File: src/rtl/pipeline_stall_controller.sv
// Central stall/flush sequencer for the 5-stage pipeline.
// Merges the ID-stage hazard stall, the ID-stage branch flush and the MEM-stage
// multi-cycle handshake into one prioritized set of pipeline-register controls.
// It also runs a memory-wait watchdog and keeps saturating performance counters.
module pipeline_stall_controller #(
  parameter int unsigned CNT_W       = 16,
  parameter int unsigned MEM_TIMEOUT = 8
) (
  input  logic             clk,
  input  logic             rst,
  input  logic             hazard_detected,
  input  logic             br_taken,
  input  logic             mem_req,
  input  logic             mem_ready,
  output logic             freeze_pc,
  output logic             freeze_if_id,
  output logic             flush_if_id,
  output logic             bubble_id_exe,
  output logic             freeze_pipe,
  output logic             mem_timeout,
  output logic [CNT_W-1:0] stall_cycles,
  output logic [CNT_W-1:0] flush_count
);

  typedef enum logic [1:0] {
    RUN      = 2'd0,
    MEM_WAIT = 2'd1,
    TIMEOUT  = 2'd2
  } state_t;

  state_t     state;
  state_t     state_next;
  logic [7:0] wait_cnt;
  logic [7:0] wait_cnt_next;
  logic [8:0] wait_inc;
  logic       mem_stall;

  // A memory stall only counts while the watchdog has not fired.
  always_comb begin
    mem_stall = mem_req & ~mem_ready & (state != TIMEOUT);
  end

  // State, wait counter, sticky watchdog flag and saturating counters.
  always_ff @(posedge clk) begin
    if (rst) begin
      state        <= RUN;
      wait_cnt     <= '0;
      mem_timeout  <= 1'b0;
      stall_cycles <= '0;
      flush_count  <= '0;
    end else begin
      state       <= state_next;
      wait_cnt    <= wait_cnt_next;
      mem_timeout <= (state_next == TIMEOUT);
      if (freeze_pc && (state != TIMEOUT) && (stall_cycles != '1))
        stall_cycles <= stall_cycles + CNT_W'(1);
      if (flush_if_id && (flush_count != '1))
        flush_count <= flush_count + CNT_W'(1);
    end
  end

  // Next-state and wait-count sequencing of the memory handshake.
  always_comb begin
    state_next    = state;
    wait_cnt_next = wait_cnt;
    wait_inc      = {1'b0, wait_cnt} + 9'd1;
    case (state)
      RUN: begin
        if (mem_stall) begin
          state_next    = MEM_WAIT;
          wait_cnt_next = 8'd1;
        end
      end
      MEM_WAIT: begin
        if (!mem_stall) begin
          state_next    = RUN;
          wait_cnt_next = '0;
        end else if (wait_inc == 9'(MEM_TIMEOUT)) begin
          state_next = TIMEOUT;
        end else begin
          wait_cnt_next = wait_inc[7:0];
        end
      end
      TIMEOUT: begin
        state_next = TIMEOUT;
      end
      default: begin
        state_next    = RUN;
        wait_cnt_next = '0;
      end
    endcase
  end

  // Prioritized control outputs: watchdog/memory freeze, hazard, branch.
  always_comb begin
    freeze_pc     = 1'b0;
    freeze_if_id  = 1'b0;
    flush_if_id   = 1'b0;
    bubble_id_exe = 1'b0;
    freeze_pipe   = 1'b0;
    if (!rst) begin
      if ((state == TIMEOUT) || mem_stall) begin
        freeze_pipe  = 1'b1;
        freeze_pc    = 1'b1;
        freeze_if_id = 1'b1;
      end else if (hazard_detected) begin
        freeze_pc     = 1'b1;
        freeze_if_id  = 1'b1;
        bubble_id_exe = 1'b1;
      end else if (br_taken) begin
        flush_if_id = 1'b1;
      end
    end
  end

endmodule
File: config.mk
export PLATFORM = sky130hd
export DESIGN_NAME = pipeline_stall_controller
export DESIGN_NICKNAME = d
export VERILOG_FILES = /design/src/rtl/pipeline_stall_controller.sv
export SDC_FILE = /design/constraint.sdc
export NUM_CORES = 1
export LEC_CHECK = 0
export ABC_AREA = 0
export CORE_UTILIZATION = 40
export DETAILED_ROUTE_END_ITERATION = 8
export PLACE_DENSITY = 0.61
export SLEW_MARGIN = 20
export SYNTH_ARGS = -nofsm -noshare
export SYNTH_HDL_FRONTEND = slang
export SYNTH_SLANG_ARGS = --single-unit
File: constraint.sdc
create_clock -name clk -period 2.29 [get_ports clk]
set_clock_uncertainty 0.2 [all_clocks]
set_input_delay 0.458 -clock clk [delete_from_list [all_inputs] [get_ports clk]]
set_output_delay 0.458 -clock clk [all_outputs]
set_load 0.1 [all_outputs]
==> results of run 1 <==
-- registers in the layout (all words and copies together) (netlist names) --
register      cells
wait_cnt          8
mem_timeout       1
flush_count      16
state             2
stall_cycles     16
-- per-stage QoR --
step / instances / hold WS, ns / utilization, % / setup WS [ns] / cell area (um2)
after floorplan: 254 / 0.2514 / - / -0.01272 / 2293
after global placement: 378 / 0.2647 / 54.81 / -0.1507 / 2835
after detailed placement: 378 / 0.2790 / 54.81 / -0.1774 / 2835
after CTS: 386 / 0.2935 / 56.51 / 0.02062 / 2923
after global routing: 386 / 0.3046 / 56.58 / 0.02128 / 2927
final: 386 / 0.2902 / 56.58 / 0.08252 / 2927
-- cells in the mapped netlist (5+ instances only) --
cell type,n
sky130_fd_sc_hd__nand2_1,23
sky130_fd_sc_hd__dfxtp_1,43
sky130_fd_sc_hd__and3_1,5
sky130_fd_sc_hd__o21ai_0,14
sky130_fd_sc_hd__or4_1,6
sky130_fd_sc_hd__nor3_1,7
sky130_fd_sc_hd__nand4_1,9
sky130_fd_sc_hd__nand3_1,12
sky130_fd_sc_hd__nor2b_1,5
sky130_fd_sc_hd__mux2_2,5
sky130_fd_sc_hd__a21oi_1,19
sky130_fd_sc_hd__xnor2_1,6
sky130_fd_sc_hd__nor2_1,31
-- logic make-up after synthesis --
| group | after synthesis | share of synthesized area, % |
|---|---|---|
| xor+xnor | 9 | 3.621 |
| simple gates | 124 | 30.40 |
| fa+ha+maj | 3 | 1.724 |
| compound gates | 55 | 16.78 |
| mux | 9 | 4.425 |
| flops | 43 | 39.54 |
| buf+inv | 11 | 3.506 |
-- worst max-delay path: cells and delay by family (launching register included) --
kind	cells	cell delay [ns]
flops	1	0.40
simple gates	2	0.54
buf+inv	2	0.32
-- metal layers --
layer  vias to the layer above  part of all wire, %  track usage, %
met5                         -                    0               0
met2                        51                   43           28.42
met3                         6                  4.5           4.233
met1                       962                   51           26.81
li1                       1066                    -               -
met4                         0                  1.0           5.350
-- layout make-up --
class | count | share of cell area (%)
flip-flops and latches | 43 | 30.83
well taps | 70 | 2.993
clock buffers | 5 | 2.351
inverters | 3 | 0.3848
multi-input cells | 200 | 44.08
clock inverters | 3 | 0.6413
repair buffers | 62 | 18.73
-- power by group through the flow --
stage / clock network, mW / registers [mW] / logic [mW]
floorplan: 0 / 0.805 / 0.101
global placement: 0 / 0.777 / 0.178
detailed placement: 0 / 0.777 / 0.178
CTS: 0.512 / 0.759 / 0.179
global route: 0.536 / 0.761 / 0.188
finish: 0.493 / 0.759 / 0.177
-- repair_timing --
action / 4_1_cts / 5_1_grt
pin swaps: 0 / 0
setup endpoints to repair: 5 / 2
gates resized for setup: 3 / 2
-- worst max path at each step --
| stage | from | end | cells after the start |
|---|---|---|---|
| 3_5_place_dp | mem_req | flush_if_id | 5 |
| 4_1_cts | hazard_detected | flush_if_id | 5 |
| 3_3_place_gp | mem_req | flush_if_id | 5 |
| 6_report | state[1] | flush_if_id | 4 |
| 2_1_floorplan | mem_req | freeze_pc | 5 |
| 5_1_grt | state[1] | flush_if_id | 4 |
==> impl_metrics.sql, run 1 <==
INSERT INTO impl_metrics (metric_group, metric, value, unit) VALUES
('grt', 'global_route.usage.total', '18.84', '%'),
('power_and_ir_drop', 'leakage_dissipation', '1.124', 'nW'),
('cts', 'tritoncts', 'built', ''),
('floorplanning', 'width_of_the_die', '75.78', 'um'),
('finish', 'final.fill_count', '477', ''),
('timing', 'finalHoldViolCount', '0', ''),
('floorplanning', 'i_o_pins', '44', ''),
('power_and_ir_drop', 'power.internal', '1.025', 'mW'),
('floorplanning', 'die_area', '0.005742', 'mm2'),
('worst_setup_path', 'ff2ff_setup_slack', '0.20', 'ns'),
('power_and_ir_drop', 'swShare', '28.30', '%'),
('synthesis', 'ys_async_sr_fraction', '0', '%'),
('status', 'outcome', 'finished, final reports clean', ''),
('finish', 'area_delta_synth_final', '34.43', '%'),
('synthesis', 'seq_area_frac_synth', '39.54', '%'),
('worst_setup_path', 'cp_max_fo', '7', ''),
('synthesis', 'post_synth_num_cell_types', '50', ''),
('timing', 'timing.fmax', '0.4530', 'GHz'),
('cts', 'tritoncts_buffers', '5', ''),
('worst_setup_path', 'critPathRequiredTime', '1.63', 'ns'),
('grt', 'globalRouteOverflowTotal', '0', ''),
('synthesis', 'post_synthesis_cell_count', '254', ''),
('power_and_ir_drop', 'cellPowerDensity', '488.4', 'mW/mm2'),
('grt', 'grt_first_pass_wirelength', '8.328', 'mm'),
('drt', 'via_per_inst', '5.402', ''),
('worst_setup_path', 'worst_path_max_delay_cell', 'sky130_fd_sc_hd__dfxtp_1', ''),
('timing', 'tightestPinTransition', '0.5316', 'ns'),
('place', 'globalplace.congestion', '0.8266', ''),
('synthesis', 'synthesis.yosys.warnings', '0', ''),
('grt', 'grt_start_max_net_pins', '34', ''),
('synthesis', 'synth_area_leaders', 'sky130_fd_sc_hd__dfxtp_1, sky130_fd_sc_hd__nor2_1, sky130_fd_sc_hd__a21oi_1, sky130_fd_sc_hd__nand2_1, sky130_fd_sc_hd__o21ai_0', ''),
('place', 'dp.final_hpwl', '3.767', 'mm'),
('synthesis', 'synth.net_count', '263', ''),
('drt', 'drt_iter0_markers', '134', ''),
('drt', 'antenna_violating_nets_remaining', '0', ''),
('flow_run', 'timing.max_cap.violations', '0', ''),
('grt', 'grt_antenna_before_repair', '0', ''),
('timing', 'maxSlewHeadroom', '64.27', '%'),
('drt', 'drt_pass1_iterations', '4', ''),
('synthesis', 'yosys.area.top_type', 'sky130_fd_sc_hd__dfxtp_1', ''),
('drt', 'drcViolationCount', '0', ''),
('power_and_ir_drop', 'share_seq_of_total_power', '53.1', '%'),
('synthesis', 'synth_top_area_share', '39.54', '%'),
('power_and_ir_drop', 'pwr-share-clk', '34.5', '%'),
('drt', 'routedWlPerCell', '13.38', 'um'),
('cts', 'largest_buffer_count_on_any_clock_path', '2', ''),
('grt', 'via_count_of_the_first_global_routing_pass', '1830', ''),
('power_and_ir_drop', 'power.switching', '0.4045', 'mW'),
('worst_setup_path', 'worstReg2RegEnd', 'wait_cnt[0]', ''),
('place', 'portBuffers', '43', ''),
('cts', 'cts.root.buffer_cell', 'sky130_fd_sc_hd__clkbuf_8', ''),
('finish', 'fin_nets', '324', ''),
('timing', 'final_period_minus_worst_setup_slack', '2.207', 'ns'),
('worst_setup_path', 'crit_path_max_incr_delay', '0.40', 'ns'),
('power_and_ir_drop', 'irDropWorstVdd', '433.8', 'uV'),
('min_path', 'hold_path.class', 'flip-flop to flip-flop', ''),
('finish', 'sequential_cell_area_in_the_final_layout', '902.1', 'um2'),
('timing', 'setup-violations-final', '0', ''),
('cts', 'ctsHoldBuffers', '0', ''),
('worst_setup_path', 'timing.critical_path.from_type', 'flip-flop', ''),
('floorplanning', 'core.rowCount', '26', ''),
('min_path', 'hold-path-cell-count', '2', ''),
('floorplanning', 'initial_core_util', '42.09', '%'),
('worst_setup_path', 'worst_r2r_path_cells', '7', ''),
('min_path', 'hold_critical_path_endpoint', 'flush_count[6]', ''),
('timing', 'maxSlewViolCount', '0', ''),
('finish', 'most_frequent_standard_cell_in_the_layout_excluding_fill_and_tap_cells', 'sky130_fd_sc_hd__buf_4', ''),
('synthesis', 'postSynthRegisterBits', '43', ''),
('finish', 'layout.cells.most_common_list', 'sky130_fd_sc_hd__buf_4, sky130_fd_sc_hd__nor2_1, sky130_fd_sc_hd__dfxtp_2', ''),
('worst_setup_path', 'critical_path_arrival', '1.55', 'ns'),
('finish', 'antenna_cells', '0', '');
Note: power is estimated with default switching activity, not from simulation.
==> run 2: changes to the inputs <==
==> constraint.sdc (replaced) <==
create_clock -name clk -period 2.29 [get_ports clk]
set_clock_uncertainty 0.2 [all_clocks]
set_input_delay 0.458 -clock clk [delete_from_list [all_inputs] [get_ports clk]]
set_output_delay 0.458 -clock clk [all_outputs]
set_load 0.005 [all_outputs]
==> impl_metrics.sql, run 2 (synthesis results as in run 1) <==
INSERT INTO impl_metrics (metric_group, metric, value, unit) VALUES
('drt', 'drcViolationCount', '0', ''),
('timing', 'setup_tns_final', '0', 'ns'),
('grt', 'grt_antenna_before_repair', '0', ''),
('cts', 'tritoncts', 'built', ''),
('drt', 'wl', '5.227', 'mm'),
('grt', 'globalRouteOverflowTotal', '0', ''),
('cts', 'cts.root.buffer_cell', 'sky130_fd_sc_hd__clkbuf_8', ''),
('worst_setup_path', 'crit_path_max_incr_delay', '0.39', 'ns'),
('timing', 'maxSlewHeadroom', '62.51', '%'),
('cts', 'worst_setup_hold_path_clk_slew', '0.08', 'ns'),
('worst_setup_path', 'critPathRequiredTime', '1.63', 'ns'),
('worst_setup_path', 'ff2ff_setup_slack', '0.20', 'ns'),
('timing', 'timing.fmax', '0.4730', 'GHz'),
('floorplanning', 'chipHeight', '75.78', 'um'),
('place', 'dp.final_hpwl', '3.877', 'mm'),
('timing', 'min_period_over_period', '92.31', '%'),
('min_path', 'hold_path.class', 'flip-flop to flip-flop', ''),
('finish', 'area_used_by_multi_input_combinational_logic', '0.001266', 'mm2'),
('drt', 'via_per_inst', '5.359', ''),
('finish', 'antenna_cells', '0', ''),
('grt', 'grt_start_max_net_pins', '26', ''),
('floorplanning', 'core_area', '0.005172', 'mm2'),
('power_and_ir_drop', 'power', '1.487', 'mW'),
('timing', 'grt_setup_unrepaired', 'false', ''),
('floorplanning', 'core.rowCount', '26', ''),
('floorplanning', 'width_of_the_die', '75.78', 'um'),
('finish', 'sequential_cell_area_in_the_final_layout', '860.8', 'um2'),
('timing', 'tightestPinTransition', '0.5577', 'ns'),
('power_and_ir_drop', 'irDropWorstVdd', '253.8', 'uV'),
('drt', 'routedWlPerCell', '13.23', 'um'),
('worst_setup_path', 'timing.critical_path.from_type', 'flip-flop', ''),
('grt', 'global_route.usage.total', '19.81', '%'),
('floorplanning', 'die_area', '0.005742', 'mm2'),
('finish', 'stdcell_count', '395', ''),
('worst_setup_path', 'critPathCaptureType', 'output port', ''),
('timing', 'maxSlewViolCount', '0', ''),
('cts', 'ctsHtreeMaxLevel', '2', ''),
('finish', 'final_core_area_utilization', '57.62', '%'),
('power_and_ir_drop', 'cellPowerDensity', '498.9', 'mW/mm2'),
('timing', 'finalHoldViolCount', '0', ''),
('cts', 'ctsHoldBuffers', '0', ''),
('grt', 'via_count_of_the_first_global_routing_pass', '1869', ''),
('drt', 'antenna_violating_nets_remaining', '0', ''),
('finish', 'most_frequent_standard_cell_in_the_layout_excluding_fill_and_tap_cells', 'sky130_fd_sc_hd__dfxtp_1', ''),
('status', 'outcome', 'finished, final reports clean', ''),
('worst_setup_path', 'critical_path_arrival', '1.46', 'ns'),
('place', 'placed_cell_count', '385', ''),
('cts', 'clk-insertion-delay-late', '0.30', 'ns'),
('finish', 'layout.cells.most_common_list', 'sky130_fd_sc_hd__dfxtp_1, sky130_fd_sc_hd__clkdlybuf4s50_1, sky130_fd_sc_hd__nor2_1', ''),
('finish', 'area_delta_synth_final', '36.90', '%'),
('floorplanning', 'initial_core_util', '42.09', '%'),
('finish', 'fin_nets', '333', ''),
('worst_setup_path', 'worst_path_max_delay_cell', 'sky130_fd_sc_hd__dfxtp_1', ''),
('worst_setup_path', 'cp_max_fo', '7', ''),
('timing', 'final_period_minus_worst_setup_slack', '2.114', 'ns'),
('finish', 'final.fill_count', '468', ''),
('drt', 'drt_pass1_iterations', '4', ''),
('drt', 'dr_total_vias', '2117', ''),
('finish', 'reg.largest.list', 'flush_count (16), stall_cycles (16), wait_cnt (8)', ''),
('cts', 'largest_buffer_count_on_any_clock_path', '2', ''),
('cts', 'tritoncts_buffers', '5', ''),
('worst_setup_path', 'critical_setup_path_class', 'flip-flop to output port', ''),
('timing', 'timing.final.ws_setup', '0.1761', 'ns'),
('cts', 'clock_sink_count', '43', ''),
('place', 'globalplace.congestion', '0.8234', ''),
('power_and_ir_drop', 'leakage_dissipation', '1.109', 'nW'),
('floorplanning', 'i_o_pins', '44', ''),
('place', 'portBuffers', '43', ''),
('worst_setup_path', 'path_cells', 'or2b_4, and4_4, dlygate4sd2_1', ''),
('timing', 'setup-violations-final', '0', ''),
('drt', 'drt_iter0_markers', '95', ''),
('finish', 'drive_above_1_share', '18.46', '%'),
('place', 'place_worst_setup_slack', '-0.4414', 'ns'),
('flow_run', 'timing.max_cap.violations', '0', ''),
('grt', 'grt_first_pass_wirelength', '8.528', 'mm');
## run 2: cell count changes in the layout (fill, tap and decap cells not counted), moves of 6 or more
cell / previous run / this run
sky130_fd_sc_hd__clkdlybuf4s50_1: 1 / 34
sky130_fd_sc_hd__dfxtp_1: 14 / 43
sky130_fd_sc_hd__dfxtp_2: 27 / 0
sky130_fd_sc_hd__buf_4: 51 / 27
sky130_fd_sc_hd__buf_12: 6 / 0
## run 2: power breakdown
| part | switching [mW] | total, mW | internal (mW) |
|---|---|---|---|
| registers | 0.00598 | 0.759 | 0.753 |
| clock network | 0.266 | 0.619 | 0.353 |
| logic | 0.0546 | 0.109 | 0.0546 |
## run 2: what timing repair did
action | CTS | global route
pin swaps | 1 | 4
buffers inserted | 0 | 2
gates resized for setup | 10 | 12
cloned | 0 | 0
endpoints found under the setup margin | 7 | 8
## run 2: final timing paths
kind / cells past startpoint / end / startpoint
worst max-delay path: 3 / flush_if_id / state[1]
worst min-delay path: 2 / wait_cnt[7] / wait_cnt[7]
worst max register to register: 5 / stall_cycles[10] / state[1]
worst min register to register: 2 / wait_cnt[7] / wait_cnt[7]
## run 2: worst max-delay path, delay by kind of cell, from the launching register on
kind | cells | cell delay (ns)
buf+inv | 1 | 0.25
flops | 1 | 0.39
simple gates | 2 | 0.52
## run 2: final cells by class
type,instances,area share [%]
well taps,70,2.939
repair buffers,71,21.37
clock buffers,6,2.771
multi-input cells,200,42.49
clock inverters,2,1.175
inverters,3,0.3778
flip-flops and latches,43,28.88
## run 2: through the flow
step                hold WS (ns)  cell area, um2
floorplan                 0.2511            2177
global placement          0.2770            2825
detailed placement        0.2831            2825
CTS                       0.2993            2948
global route              0.3175            2980
finish                    0.2974            2980
## run 2: layer usage
metal	vias up	share of wire, %	track usage (%)
li1	1088	-	-
met1	977	48	25.93
met2	44	48	31.76
met3	8	3.3	4.894
met4	0	1.4	6.790
met5	-	0	0
